[src/rtl/reg_file_pkg.sv]
// reg_file_pkg
// Shared types and helpers for the register file slice.
//   rf_state_t : clear-engine state encoding
//   rf_addr_w  : address width for a given depth (clog2, minimum 1)
package reg_file_pkg;

  typedef enum logic {
    RF_IDLE  = 1'b0,
    RF_CLEAR = 1'b1
  } rf_state_t;

  function automatic int rf_addr_w(input int depth);
    return (depth > 1) ? $clog2(depth) : 1;
  endfunction

endpackage

[src/rtl/reg_word.sv]
// reg_word
// One WIDTH-bit storage word of the register file.
//   clk   : rising-edge clock
//   rst_n : async active-low reset, clears q
//   ld    : load d into q at the edge
//   clr   : synchronous clear, wins over ld
//   d     : load data
//   q     : stored word
module reg_word #(
  parameter int WIDTH = 16
) (
  input  logic             clk,
  input  logic             rst_n,
  input  logic             ld,
  input  logic             clr,
  input  logic [WIDTH-1:0] d,
  output logic [WIDTH-1:0] q
);

  always_ff @(posedge clk or negedge rst_n) begin
    if (!rst_n) begin
      q <= '0;
    end else if (clr) begin
      q <= '0;
    end else if (ld) begin
      q <= d;
    end
  end

endmodule

[src/rtl/reg_file.sv]
// reg_file
// WIDTH x DEPTH register file: one synchronous write port, two registered
// read ports, optional write-to-read bypass and a one-entry-per-cycle
// clear engine.
//   clk, rst_n       : clock, async active-low reset
//   we/waddr/wdata   : write port (ignored while busy)
//   raddr_a/rdata_a  : read port A, 1-cycle registered
//   raddr_b/rdata_b  : read port B, 1-cycle registered
//   clr_req          : start a clear sweep (sampled in IDLE only)
//   busy             : clear sweep in progress
//   wr_drop          : pulse, a write was discarded during the sweep
//
// state    | meaning
// RF_IDLE  | normal read/write, waiting for clr_req
// RF_CLEAR | zeroing mem[ptr] each edge, writes dropped, reads forced to 0
module reg_file
  import reg_file_pkg::*;
#(
  parameter  int WIDTH  = 16,
  parameter  int DEPTH  = 8,
  parameter  int BYPASS = 1,
  localparam int ADDR_W = rf_addr_w(DEPTH)
) (
  input  logic              clk,
  input  logic              rst_n,
  input  logic              we,
  input  logic [ADDR_W-1:0] waddr,
  input  logic [WIDTH-1:0]  wdata,
  input  logic [ADDR_W-1:0] raddr_a,
  output logic [WIDTH-1:0]  rdata_a,
  input  logic [ADDR_W-1:0] raddr_b,
  output logic [WIDTH-1:0]  rdata_b,
  input  logic              clr_req,
  output logic              busy,
  output logic              wr_drop
);

  localparam logic [ADDR_W-1:0] LAST = ADDR_W'(DEPTH - 1);

  rf_state_t         state;
  logic [ADDR_W-1:0] ptr;
  logic [WIDTH-1:0]  mem_q [DEPTH];

  logic wr_ok;
  logic byp_a;
  logic byp_b;

  assign wr_ok = we && (state == RF_IDLE);
  assign byp_a = (BYPASS != 0) && wr_ok && (waddr == raddr_a);
  assign byp_b = (BYPASS != 0) && wr_ok && (waddr == raddr_b);

  for (genvar g = 0; g < DEPTH; g++) begin : g_word
    logic ld;
    logic clr;
    assign ld  = wr_ok && (waddr == ADDR_W'(g));
    assign clr = (state == RF_CLEAR) && (ptr == ADDR_W'(g));

    reg_word #(.WIDTH(WIDTH)) u_word (
      .clk   (clk),
      .rst_n (rst_n),
      .ld    (ld),
      .clr   (clr),
      .d     (wdata),
      .q     (mem_q[g])
    );
  end

  always_ff @(posedge clk or negedge rst_n) begin
    if (!rst_n) begin
      state   <= RF_IDLE;
      ptr     <= '0;
      busy    <= 1'b0;
      wr_drop <= 1'b0;
      rdata_a <= '0;
      rdata_b <= '0;
    end else begin
      case (state)
        RF_IDLE: begin
          wr_drop <= 1'b0;
          rdata_a <= byp_a ? wdata : mem_q[raddr_a];
          rdata_b <= byp_b ? wdata : mem_q[raddr_b];
          if (clr_req) begin
            state <= RF_CLEAR;
            ptr   <= '0;
            busy  <= 1'b1;
          end
        end
        RF_CLEAR: begin
          wr_drop <= we;
          rdata_a <= '0;
          rdata_b <= '0;
          ptr     <= ptr + ADDR_W'(1);
          if (ptr == LAST) begin
            state <= RF_IDLE;
            busy  <= 1'b0;
          end
        end
        default: begin
          state <= RF_IDLE;
          busy  <= 1'b0;
        end
      endcase
    end
  end

endmodule

[config.mk]
export PLATFORM = sky130hd
export DESIGN_NAME = reg_file
export DESIGN_NICKNAME = d
export VERILOG_FILES = /design/src/rtl/reg_file_pkg.sv /design/src/rtl/reg_word.sv /design/src/rtl/reg_file.sv
export SDC_FILE = /design/constraint.sdc
export NUM_CORES = 1
export LEC_CHECK = 0
export ABC_CLOCK_PERIOD_IN_PS = 1700
export BUFFER_PORTS_ARGS = -buffer_cell sky130_fd_sc_hd__buf_2
export CAP_MARGIN = 20
export CORE_UTILIZATION = 55
export CTS_CLUSTER_DIAMETER = 30
export DETAILED_ROUTE_END_ITERATION = 6
export PLACE_DENSITY = 0.83
export REMOVE_ABC_BUFFERS = 1
export SLEW_MARGIN = 10
export SYNTH_ARGS = -nofsm -noshare
export SYNTH_HDL_FRONTEND = slang
export SYNTH_SLANG_ARGS = --single-unit
[constraint.sdc]
create_clock -name clk -period 1.7 [get_ports clk]
set_input_delay 0.085 -clock clk [delete_from_list [all_inputs] [get_ports clk]]
set_output_delay 0.085 -clock clk [all_outputs]
set_load 0.03 [all_outputs]
* Yosys cells after proc, flatten, opt, wreduce, memory -nomap -nowiden
Index checks and enable logic that the tools add are counted.
** Word-level totals
- Input bits :: 29
- Output and inout port bits :: 34
- Register bits :: 166
- Word-level logic and storage cells :: 103
** Operators by class
- Bitwise operators :: 3
- Magnitude comparators :: 2
- Reductions and logical operators :: 30
- Equality and inequality tests :: 18
- Muxes and demuxes :: 35
- Add/subtract/negate cells :: 1
** Operators by type and width (count)
- $mux 16 :: 22
- $bmux 16 s3 :: 2
- $pmux 16 s2 :: 2
- $eq 3x3->1 const B :: 8
- $logic_and 1x1->1 :: 19
- $reduce_bool 2->1 :: 8
- $eq 3x2->1 const B :: 4
- $ge 4x4->1 const B :: 2
- $not 3->4 :: 2
- $eq 3x1->1 const B :: 2
- $eq 3x3->1 :: 2
- $logic_not 3->1 :: 2
- $pmux 1 s2 :: 3
- $pmux 3 s2 :: 1
- $mux 1 :: 4
- $add 3x1->3 const B :: 1
- $mux 3 :: 1
- $ne 2x1->1 const B :: 1
- $ne 2x2->1 const B :: 1
- $reduce_and 2->1 :: 1
- $not 1->1 :: 1

* Logic depth before layout (Yosys ltp)
Gate-level depths: netlist (run 1).
- Word-level depth :: 6
- Mapped depth :: 7
- Gate-level depth less buffers :: 4

* Hierarchy
A second synthesis (run 1) with hierarchy kept.
** Unflattened totals
- Cells, all modules :: 768
- Area, all modules :: 9032.4 µm²
** By module, submodules not included
- reg_word :: area an instance 660.6 µm², cells each 52, instances 8, sequential area each 400.4 µm²
- reg_file :: area an instance 3747.3 µm², cells each 352, instances 1, sequential area each 950.9 µm²

* Worst setup path before layout (run 1)
OpenSTA, ideal clock, no wires.
- Kind :: register -> register
- From :: register state
- To :: register g_word[0].u_word.q[10]
- Arrival :: 1.548 ns
- Buffers on the path :: 2
- Setup slack :: 0.031 ns
- Required time :: 1.579 ns
- Setup time :: 0.121 ns
- Cell stages (with the launch flop) :: 7
- Clock period less this slack :: 1.669 ns
- Path through :: dfrtp_1 > or3b_1 > buf_6 > nor3_4 > a21oi_2 > buf_6 > a22o_1
** Between the ends
- Word-level cells in the longest chain between the ends :: 4
- Elaborated cells between the ends (all ways) :: 6
- Classes of those cells :: 1 x mux; 1 x bitwise; 4 x reduce/logical
** Ends and longest elaborated chain
- start, declared :: line reg_file.sv:40 : rf_state_t state;
- start signal, assigned :: line reg_file.sv:70 : state <= RF_IDLE;
- start signal, assigned :: line reg_file.sv:83 : state <= RF_CLEAR;
- start signal, assigned :: line reg_file.sv:94 : state <= RF_IDLE;
- $not 1->1 :: line reg_file.sv:48 : assign wr_ok = we && (state == RF_IDLE);
- $logic_and 1x1->1 :: line reg_file.sv:48
- $logic_and 1x1->1 :: line reg_file.sv:55 : assign ld = wr_ok && (waddr == ADDR_W'(g));
- $reduce_bool 2->1 (no line)
- end signal, assigned :: line reg_word.sv:22 : q <= '0;
- end signal, assigned :: line reg_word.sv:24 : q <= '0;
- end signal, assigned :: line reg_word.sv:26 : q <= d;
- end, declared :: line reg_word.sv:17 : output logic [WIDTH-1:0] q
Several ways; a longest one is shown, not always the timed one.
A chain may end at the register's enable or synchronous reset.

* Worst setup path in the final report (run 1)
- From :: register state
- To :: register g_word[0].u_word.q[3]
The elaborated chain is that of the path after synthesis.

==> impl_metrics.ini, run 1 <==
[outcome]
outcome = complete, but fails checks
violations = DRC, setup timing

[placed_design]
dp_cells = 869
dpl-instance-area_mm2 = 0.00908
dp_hpwl_mm = 14.9
gp_congestion = 0.894
place_ws_ps = -311
portBuffers = 62

[clock_network]
numCtsBuffers = 17
h-tree-depth = 4
path_clk_slew_ps = 60
cts_tree = yes
root_buffer = clkbuf_16
clk_path_buf_depth = 2
cts_sinks = 166
worstSkewPairLatency_ps = 440

[timing]
timing.fmax_mhz = 575
timing.slew.headroom_pct = 55.8
drv_slew = 0
tightest_slew_ps = 663
rsz0062_at_grt = true
finalClockSkew_ps = 8.34
hold-worst-slack_ps = 42.0
fin_crit_sh_pct = 102
finalHoldViolCount = 0
final.setup.tns_ps = -360
layout_setup_ws_ps = -40.0
finalSetupViolations = 26
period_needed_ps = 1740

[finish]
syn_to_final_growth_pct = 21.6
fin_util_pct = 69.0
mostFrequentLayoutCell = dfrtp_1
postLayoutCellArea_mm2 = 0.0101
final_cell_mix = dfrtp_1, a22o_1, mux4_2, buf_2, nand2_1
fin_cells = 926
antennaDiodeCount = 0
regArea_mm2 = 0.00416
drive_above_1_share_pct = 32.7
multi_input_area_mm2 = 0.00393
fillers = 965
nets = 765

[setup_path]
crit_arrival_ps = 2060
r2r-start = state
path_class = flop to flop
cp-start-kind = flop
cp.required_ps = 2020
worst-path-max-fanout = 8
critPathLaunch = state
crit_path_end_kind = flop

[yosys]
avgSynthCellArea_um2 = 12.9
yosys_warnings = 0
postSynthCellCount = 644
synth.distinct_cells = 32
synth_edf_count = 0
synth.cell_area_mm2 = 0.00831
ys.flop_type = dfrtp_1
ys_seq_elements = 166
ys_seq_area_share_pct = 50.0
async_flop_share_pct = 100

[power]
cellLeakagePower_nw = 4.60
vdd.ir_drop.worst_mv = 1.02
power_mw = 14.1
power_density_mw_per_mm2 = 1400

[drt]
first_pass_iters = 7
vias = 6477
via_per_inst = 6.99
drt_wl_total_mm = 24.9
drtAntennaViolNets = 0
route.detailed.drc = 12
drt_iter0_markers = 779
wire_per_inst_um = 26.9

[die]
die-area_mm2 = 0.0156
dieWidth_um = 125
initial_core_util_pct = 56.8
rows = 44
boundaryPins = 63
coreArea_mm2 = 0.0146
die_h_um = 125

[global_routing]
grt_max_degree = 52
gr-total-overflow = 0
antenna_found_initial = 0
grt_pass1_wl_mm = 38.6
grt_pass1_vias = 6779
track_usage_pct = 33.4

[hold_path]
hold_path.class = input port to flop
min_from = we

[flow_run]
max-cap-violations = 0
worst max-delay path: stages (launching register included):
cell     delay [ps]
dfrtp_2         440
or3b_4          440
buf_6           130
nor3_4          150
buf_6           160
a21oi_4          80
a22o_1          230
final timing paths:
kind	end	slack [ps]	depth (start not counted)
worst max-delay path	g_word[0].u_word.q[3]	-40	6
worst max register to register	g_word[0].u_word.q[3]	-40	6
max in group asynchronous	g_word[4].u_word.q[3]	910	3
min in group asynchronous	rdata_b[4]	180	2
worst min register to register	g_word[4].u_word.q[0]	520	1
worst min-delay path	wr_drop	40	2
routing by layer:
layer / routed length (µm) / GRT usage [%] / up-vias
li1: - / - / 2634
met1: 9150 / 42.2 / 3302
met2: 12000 / 53.6 / 433
met3: 2500 / 8.13 / 108
met4: 1240 / 18.6 / 0
met5: 0 / 0 / -
layout make-up:
type / instances / area share, %
multi-input cells: 400 / 38.9
inverters: 5 / 0.186
repair buffers: 140 / 11.6
clock buffers: 23 / 4.73
flip-flops and latches: 166 / 41.1
clock inverters: 8 / 1.21
well taps: 184 / 2.28
repair_timing:
item / 4_1_cts / 5_1_grt
hold endpoints to repair: 123 / 0
resized for setup: 18 / 26
setup buffers: 5 / 1
pin swaps: 3 / 5
gates cloned: 1 / 1
hold buffers: 18 / 0
setup endpoints to repair: 116 / 80
cell families (layout without fill, tap and decap cells):
group,count (synthesis),after routing,synth area share [%]
simple gates,88,88,5.07
buf+inv,79,176,4.20
fa+ha+maj,6,6,0.903
xor+xnor,6,6,0.632
flops,166,166,50.0
mux,97,97,21.3
compound gates,202,203,17.9
synthesized netlist by cell type (5+ instances only):
library cell | number | area, µm²
a22o_1 | 96 | 841
nor2_1 | 34 | 128
dfrtp_1 | 166 | 4150
inv_1 | 5 | 18.8
clkbuf_1 | 38 | 143
mux4_2 | 64 | 1440
a21oi_1 | 33 | 165
xnor2_1 | 6 | 52.6
a211oi_1 | 32 | 240
buf_1 | 6 | 22.5
mux2i_1 | 33 | 330
o21ai_0 | 32 | 160
buf_2 | 27 | 135
ha_1 | 6 | 75.1
nand2_1 | 34 | 128
registers in the layout, indices dropped and copies added, names as in the netlist:
name,flops
rdata_a,16
wr_drop,1
g_word.u_word.q,128
busy,1
rdata_b,16
ptr,3
state,1
power breakdown:
group / total [mW] / switching (mW) / internal, mW
sequential: 5.69 / 0.789 / 4.90
clock: 3.99 / 1.58 / 2.41
combinational: 4.46 / 2.39 / 2.07
No activity file was read; power rests on OpenSTA's default activity.
==> run 2: changes to the inputs <==
Settings changed: ABC_AREA set to 1.
==> run 2 against run 1 <==
The run ends with DRC left. Critical endpoint is now rdata_a[8]. Register-to-register slack gained 270 ps. Highest routed layer unchanged. Non-clock buffer count decreased by 21. Clock skew is essentially flat. Via count grew 45%.
==> impl_metrics.ini, run 2 <==
[outcome]
outcome = complete, but fails checks
violations = DRC

[drt]
drtAntennaViolNets = 0
wire_per_inst_um = 20.0
via_per_inst = 6.26
vias = 9421
drt_wl_total_mm = 30.0
first_pass_iters = 7
route.detailed.drc = 8
drt_iter0_markers = 1262

[placed_design]
gp_congestion = 0.900
portBuffers = 62
dp_hpwl_mm = 17.9
place_ws_ps = 246

[finish]
mostFrequentLayoutCell = nand2_1
antennaDiodeCount = 0
final_cell_mix = nand2_1, nand3_1, dfrtp_1, o21ai_0, nor2_1
syn_to_final_growth_pct = 15.3
nets = 1312
drive_above_1_share_pct = 13.2
largest_reg_flops = 128
fin_util_pct = 64.9
regMostFlops = g_word.u_word.q
largestRegisters = g_word.u_word.q x128, rdata_a x16, rdata_b x16

[global_routing]
gr-total-overflow = 0
grt_pass1_vias = 8858
grt_pass1_wl_mm = 47.1
antenna_found_initial = 0
track_usage_pct = 37.7
grt_max_degree = 50

[clock_network]
h-tree-depth = 4
root_buffer = clkbuf_16
path_clk_slew_ps = 70
cts_sinks = 166
worstSkewPairLatency_ps = 440
clk_path_buf_depth = 2
numCtsBuffers = 17
cts_tree = yes

[yosys]
synth_top_cell_by_area = dfrtp_1
postSynthCellCount = 1229
ys_seq_area_share_pct = 46.5
ys.flop_type = dfrtp_1
yosys_warnings = 0
synth.distinct_cells = 22
yosys.cell_count.top_type = nand2_1
netlist.area_leader.share_pct = 46.5
avgSynthCellArea_um2 = 7.27
async_flop_share_pct = 100
synth.cell_area_mm2 = 0.00894
synth_edf_count = 0
synth_area_leaders = dfrtp_1, nand3_1, nand2_1
ys_seq_elements = 166
synth.cells.most_frequent = nand2_1, nand3_1, dfrtp_1

[timing]
tightest_slew_ps = 505
layout_setup_ws_ps = 226
finalHoldViolCount = 0
period_needed_ps = 1470
finalClockSkew_ps = 8.52
drv_slew = 0
timing.slew.headroom_pct = 66.3
timing.fmax_mhz = 678
rsz0062_at_grt = false
final.setup.tns_ps = 0
fin_crit_sh_pct = 86.7
finalSetupViolations = 0
hold-worst-slack_ps = 48.7

[die]
dieWidth_um = 129
coreArea_mm2 = 0.0159
die-area_mm2 = 0.0168
rows = 46
initial_core_util_pct = 56.3
boundaryPins = 63
die_h_um = 129

[setup_path]
crit_arrival_ps = 1840
worst-path-max-fanout = 9
crit_path_end_kind = flop
path_class = flop to flop
cp.required_ps = 2070
cp-start-kind = flop

[power]
power_mw = 13.9
vdd.ir_drop.worst_mv = 1.22
power_density_mw_per_mm2 = 1350
cellLeakagePower_nw = 4.82

[hold_path]
hold_path.class = input port to flop

[flow_run]
max-cap-violations = 0
run 2: cell count changes after synthesis, sizes merged, moves of 10 or more:
cell / before / now
nand2: 34 / 360
a22o: 96 / 0
nand3: 0 / 349
a211oi: 32 / 0
inv: 5 / 33
mux2i: 33 / 0
buf: 36 / 46
a21oi: 35 / 1
mux4: 64 / 0
o21ai: 32 / 130
nor2: 39 / 90
run 2: logic make-up after synthesis:
group                    share of synthesized area [%]
adder cells (fa/ha/maj)                          0.840
flip-flops                                        46.5
AND/OR/NAND/NOR                                   39.3
buffers and inverters                             6.02
AO/OA/AOI/OAI                                     7.41
run 2: timing repair:
item / in CTS / in global routing
gates resized for setup: 0 / 0
hold endpoints to repair: 171 / 0
setup buffers: 0 / 0
hold buffers: 3 / 0
run 2: critical path: stages (launching register included):
cell      delay (ps)
dfrtp_1          380
nor2_2           160
nand2_1          110
nor2_4           210
nand2_4          180
clkinv_2         190
nor2_1            70
nor2_1           100
run 2: final cells by class:
type,instances,area (µm²)
Clock buffer,19,443
Clock inverter,12,179
Fill cell,1425,5580
Inverter,36,138
Multi-Input combinational cell,937,4250
Sequential cell,166,4150
Tap cell,216,270
Timing Repair Buffer,119,877
run 2: final timing paths:
check                         start                     end  slack [ps]  cells after the start
min in group asynchronous     rst_n  g_word[1].u_word.q[13]         120                      2
min                        wdata[1]   g_word[5].u_word.q[1]          50                      3
min reg2reg                    busy                    busy         500                      2
max reg2reg                   state              rdata_a[8]         230                      7
max                           state              rdata_a[8]         230                      7
max in group asynchronous     rst_n   g_word[4].u_word.q[2]         990                      3
run 2: per-stage QoR:
stage | cell area [µm²] | instances
finish | 10300 | 1505
global route | 10300 | 1505
CTS | 10300 | 1505
detailed placement | 9650 | 1471
global placement | 9650 | 1471
floorplan | 8540 | 1139
run 2: report_power, final:
group / internal [mW] / total (mW) / switching, mW
registers: 4.86 / 5.57 / 0.706
logic: 1.44 / 4.21 / 2.77
clock network: 2.49 / 4.13 / 1.64
total: 8.80 / 13.9 / 5.11
run 2: routing by layer:
| layer | vias to the layer above | GRT usage (%) | part of all wire (%) |
|---|---|---|---|
| met3 | 162 | 10.2 | 14 |
| met2 | 790 | 57.1 | 44 |
| met5 | - | 0 | 0 |
| met4 | 0 | 21.9 | 5.2 |
| li1 | 4176 | - | - |
| met1 | 4293 | 48.9 | 37 |
